**src/rtl/e32_wb_pkg.sv**
```systemverilog
// Shared types for the e32 writeback stage: source identifiers and the request payload.
package e32_wb_pkg;

  typedef enum logic {
    WB_SRC_ALU = 1'b0,
    WB_SRC_LSU = 1'b1
  } wb_src_e;

  localparam int REG_COUNT = 32;
  localparam int REQ_SEL_W = $clog2(REG_COUNT);

  typedef struct packed {
    logic [REQ_SEL_W-1:0] sel;
    logic [31:0]          data;
  } wb_req_t;

endpackage

```
**src/rtl/rr_arbiter2.sv**
```systemverilog
// Two-requester round-robin arbiter with a hold input; req[0]/gnt[0] is the ALU side,
// req[1]/gnt[1] the LSU side. last_grant remembers who was served most recently.
module rr_arbiter2
  import e32_wb_pkg::*;
(
  input  logic       clk,
  input  logic       rst,
  input  logic [1:0] req,
  input  logic       hold,
  output logic [1:0] gnt,
  output wb_src_e    last_grant
);

  wb_src_e    last_grant_d;
  wb_src_e    last_grant_q;
  logic [1:0] gnt_s;

  // On a tie the requester that was not served last wins.
  always_comb begin
    gnt_s = 2'b00;
    if (hold) begin
      gnt_s = 2'b00;
    end else if (req == 2'b11) begin
      gnt_s = (last_grant_q == WB_SRC_LSU) ? 2'b01 : 2'b10;
    end else begin
      gnt_s = req;
    end
  end

  always_comb begin
    last_grant_d = last_grant_q;
    if (gnt_s[0]) begin
      last_grant_d = WB_SRC_ALU;
    end else if (gnt_s[1]) begin
      last_grant_d = WB_SRC_LSU;
    end else begin
      last_grant_d = last_grant_q;
    end
  end

  always_ff @(posedge clk or posedge rst) begin
    if (rst) begin
      last_grant_q <= WB_SRC_LSU;
    end else begin
      last_grant_q <= last_grant_d;
    end
  end

  assign gnt        = gnt_s;
  assign last_grant = last_grant_q;

endmodule

```
**src/rtl/wb_arbiter.sv**
```systemverilog
// Writeback arbiter: merges ALU and LSU results onto the single register-file write port.
// The registered write port doubles as the decode bypass source.
module wb_arbiter
  import e32_wb_pkg::*;
#(
  parameter  int width_reg = 32,
  parameter  int CNT_W     = 16,
  localparam int SEL_W     = $clog2(width_reg)
) (
  input  logic             clk,
  input  logic             rst,
  input  logic             alu_valid,
  output logic             alu_ready,
  input  logic [SEL_W-1:0] alu_sel,
  input  logic [31:0]      alu_data,
  input  logic             lsu_valid,
  output logic             lsu_ready,
  input  logic [SEL_W-1:0] lsu_sel,
  input  logic [31:0]      lsu_data,
  input  logic             wb_stall,
  output logic             rf_write,
  output logic [SEL_W-1:0] rf_select_w,
  output logic [31:0]      rf_data_write,
  output logic [CNT_W-1:0] conflict_cnt
);

  logic [1:0]       gnt_s;
  wb_src_e          last_grant_unused_s;

  logic             write_d;
  logic             write_q;
  logic [SEL_W-1:0] sel_d;
  logic [SEL_W-1:0] sel_q;
  logic [31:0]      data_d;
  logic [31:0]      data_q;
  logic [CNT_W-1:0] cnt_d;
  logic [CNT_W-1:0] cnt_q;

  rr_arbiter2 u_rr (
    .clk        (clk),
    .rst        (rst),
    .req        ({lsu_valid, alu_valid}),
    .hold       (wb_stall),
    .gnt        (gnt_s),
    .last_grant (last_grant_unused_s)
  );

  assign alu_ready = gnt_s[0];
  assign lsu_ready = gnt_s[1];

  // Select/data hold their last value when nothing is granted.
  always_comb begin
    write_d = gnt_s[0] | gnt_s[1];
    sel_d   = sel_q;
    data_d  = data_q;
    if (gnt_s[0]) begin
      sel_d  = alu_sel;
      data_d = alu_data;
    end else if (gnt_s[1]) begin
      sel_d  = lsu_sel;
      data_d = lsu_data;
    end else begin
      sel_d  = sel_q;
      data_d = data_q;
    end
  end

  always_comb begin
    cnt_d = cnt_q;
    if (alu_valid && lsu_valid && !wb_stall && (cnt_q != {CNT_W{1'b1}})) begin
      cnt_d = cnt_q + {{(CNT_W-1){1'b0}}, 1'b1};
    end else begin
      cnt_d = cnt_q;
    end
  end

  always_ff @(posedge clk or posedge rst) begin
    if (rst) begin
      write_q <= 1'b0;
      sel_q   <= {SEL_W{1'b0}};
      data_q  <= 32'h0000_0000;
      cnt_q   <= {CNT_W{1'b0}};
    end else begin
      write_q <= write_d;
      sel_q   <= sel_d;
      data_q  <= data_d;
      cnt_q   <= cnt_d;
    end
  end

  assign rf_write      = write_q;
  assign rf_select_w   = sel_q;
  assign rf_data_write = data_q;
  assign conflict_cnt  = cnt_q;

endmodule

```
**config.mk**
```make
export PLATFORM = sky130hd
export DESIGN_NAME = wb_arbiter
export DESIGN_NICKNAME = d
export VERILOG_FILES = /design/src/rtl/e32_wb_pkg.sv /design/src/rtl/rr_arbiter2.sv /design/src/rtl/wb_arbiter.sv
export SDC_FILE = /design/constraint.sdc
export NUM_CORES = 1
export LEC_CHECK = 0
export CORE_ASPECT_RATIO = 0.7
export CORE_UTILIZATION = 45
export CTS_CLUSTER_DIAMETER = 60
export DETAILED_ROUTE_END_ITERATION = 10
export DONT_BUFFER_PORTS = 1
export GPL_TIMING_DRIVEN = 0
export HOLD_SLACK_MARGIN = 0.05
export SLEW_MARGIN = 0
export SYNTH_ARGS = -nofsm -noshare
export SYNTH_HDL_FRONTEND = slang
export SYNTH_SLANG_ARGS = --single-unit
export TNS_END_PERCENT = 20
```
**constraint.sdc**
```tcl
create_clock -name clk -period 1.8 [get_ports clk]
set_input_delay 0.18 -clock clk [delete_from_list [all_inputs] [get_ports clk]]
set_output_delay 0.18 -clock clk [all_outputs]
set_load 0.02 [all_outputs]
```
==> flow_summary.toml <==
[timing]
setup_tns_ns = -0.007429
slew_viol_final = 0
setup_viol = 1
hold_viol_final = 0
min_period_ns = 1.807
tightestPinTransition_ns = 0.4636
max_freq_ghz = 0.5533
hold_slack_ns = 0.07369
skew_ns = 0.005885
post-route-period-util_pct = 100.4
rsz0062_at_grt = "true"
slew_headroom_pct = 69.10
setup_ws_ns = -0.007429

[placed_design]
place_congestion = 0.8054
place_inst = 277
io_buffers = 0
dp_hpwl_mm = 4.250

[floorplanning]
core_region_area_mm2 = 0.005285
dieArea_mm2 = 0.005837
die_w_um = 90.89
io_pins = 135
start_util_pct = 47.09
rows = 22
die_y_um = 64.22

[route]
antenna_left = 0
firstDrtPassIters = 4
dr_total_vias = 1934
drc = 0
wl_per_cell_um = 19.05
drt_wl_total_mm = 6.247
viasPerCell = 5.896
drt-initial-drc-count = 85

[finish]
post-route-util_pct = 60.70
area_growth_pct = 28.91
drive_above_1_share_pct = 17.97
fill_cells = 430
final_cell_mix = "44 x dfrtp_1, 40 x dlygate4sd3_1, 37 x a22o_1, 37 x a21o_1"
layout.area.seq_mm2 = 0.001390
diodes = 0
nets = 335
multi_input_area_mm2 = 0.001089
final_common_cell = "dfrtp_1"
fin_cells = 328

[clocking]
tritoncts = "built"
cts.clk_slew.worst_paths_ns = 0.10
clk_latency_ns = 0.30
cts_num_sinks = 55
cts_buffers = 5
clockBufferDepth = 2
clockRootBuffer = "clkbuf_8"
htree_num_levels = 2

[synth]
async_flop_share_pct = 100.0
synth.top_cell.area_share_pct = 54.30
ys_seq_area_share_pct = 55.35
synth_compound_area_share_pct = 25.54
syn_avg_cell_area_um2 = 12.20
yosysTopAreaCell = "dfrtp_1"
synth_fa_ha_area_share_pct = 0.5028
synth_warnings = 0
yosys.area_share.simple_pct = 10.76
synth.mux.area_fraction_pct = 0.9050
synth-edff-count = 0
netlist_top_cells_area = "dfrtp_1 54%, a22o_1 13%, a21o_1 11%, xor2_1 3.5%, nand4_1 1.5%"
synth_xor_area_share_pct = 4.223
ys.flop_type = "dfrtp_1"
synth_cell_types = 35
synth.cell_area_mm2 = 0.002489
synth_top_family_by_area = "compound AO/OA/AOI/OAI gates"
syn-num-nets = 284
ys_ff_latch = 55
netlist_instances = 204

[setup_path]
critPathTopFamily = "flip-flops"
path_class = "reg -> reg"
required_ns = 1.99
cp-end-kind = "flop"
slowest_delay_ns = 0.51
start_kind = "flop"
crit_fanout = 4
path_cells = "ha_4 -> nand4_1 -> buf_4 -> nor4_4 -> nand3_1 -> mux2_4"
path_buf_inv = 1
slowest_stage = "dfrtp_2"
critPathArrivalTime_ns = 2.00

[pwr]
powerDensity_mw_per_mm2 = 1033
leakage_uw = 0.001577
peakVddDrop_mv = 0.3863

[global_routing]
grt_max_degree = 41
grt_util_all_layers_pct = 21.94
grt_pass1_wl_mm = 9.963
antenna_found_initial = 0
grt_pass1_vias = 1975
gr-total-overflow = 0

[outcome]
status = "finished, violations left"
violations = "setup timing"

[flow_run]
maxCapViolations = 0

[min_path]
min_path_type = "in -> reg"
-- per-layer routing --
metal | global-route usage, % | routed length (µm) | up-vias
met3 | 6.190 | 360 | 12
met5 | 0 | 0 | -
met4 | 7.540 | 102 | 0
met2 | 37.69 | 3280 | 85
met1 | 26.71 | 2505 | 966
li1 | - | - | 871
-- synthesized netlist by cell type (2+ instances only) --
library cell  number
nand4_1            6
nor3_2             2
mux2_1             2
nor3_1             3
clkbuf_1           4
nor4_1             4
o21ai_0            2
nand2_1            5
xor2_1            10
buf_2              6
xnor2_1            2
nand2b_1           2
nor2_1             2
a22o_1            37
dfrtp_1           54
a21o_1            37
nand3_1            4
buf_1              3
inv_1              3
-- timing repair --
item                       in CTS  in global routing
buffers inserted                0                  2
setup endpoints to repair      23                 12
gates resized for setup         9                 15
hold buffers                   40                  0
gates cloned                    0                  1
pin swaps                       0                  2
hold endpoints to repair       53                  0
-- power breakdown --
part | switching [µW] | internal [µW]
clock network | 400 | 458
registers | 461 | 1440
logic | 229 | 329
total | 1090 | 2230
-- per-stage QoR --
stage          cell area, µm²  setup WS (ns)  total power (µW)
2_1_floorplan            2489        0.07011              2221
3_3_place_gp             2579        -0.1796              2310
3_5_place_dp             2599        -0.2005              2352
4_1_cts                  3138       0.001862              3303
5_1_grt                  3208       -0.08585              3494
6_report                 3208      -0.007429              3315
-- area by class of cell --
| class | count | share of cell area (%) |
|---|---|---|
| well taps | 72 | 2.808 |
| flip-flops and latches | 55 | 43.33 |
| inverters | 3 | 0.3510 |
| clock inverters | 2 | 1.209 |
| plain buffers | 13 | 1.989 |
| multi-input cells | 133 | 33.93 |
| clock buffers | 6 | 2.574 |
| repair buffers | 44 | 13.81 |
-- logic make-up (layout without fill, tap and decap cells) --
family                     count (synthesis)  in the layout
AOI/OAI and AO/OA                         80             80
muxes                                      2              2
DFF                                       55             55
buffers and inverters                     16             68
and+or+nand+nor                           38             38
xor gates and xnor gates                  12             12
adders and majority gates                  1              1
-- worst reg2reg max path: stages, from the launching register on --
cell and delay, ns:
dfrtp_2 0.51, ha_4 0.17, nand4_1 0.17, buf_4 0.21, nor4_4 0.18, nand3_1 0.14, mux2_4 0.32
-- final timing paths --
path	start	end	slack, ns	cells past startpoint
max in group asynchronous	rst	u_rr.last_grant	0.90	3
min in group asynchronous	rst	rf_data_write[21]	0.32	2
setup reg to reg	conflict_cnt[0]	conflict_cnt[14]	-0.007	6
hold reg to reg	conflict_cnt[5]	conflict_cnt[5]	0.58	1
setup / recovery	conflict_cnt[0]	conflict_cnt[14]	-0.007	6
hold / removal	alu_data[12]	rf_data_write[12]	0.07	2
-- flip-flops by register name (all words and copies together) (netlist names) --
name and count:
rf_write 1, conflict_cnt 16, rf_select_w 5, rf_data_write 32, u_rr.last_grant 1
Power figures use the tool's default switching activity.
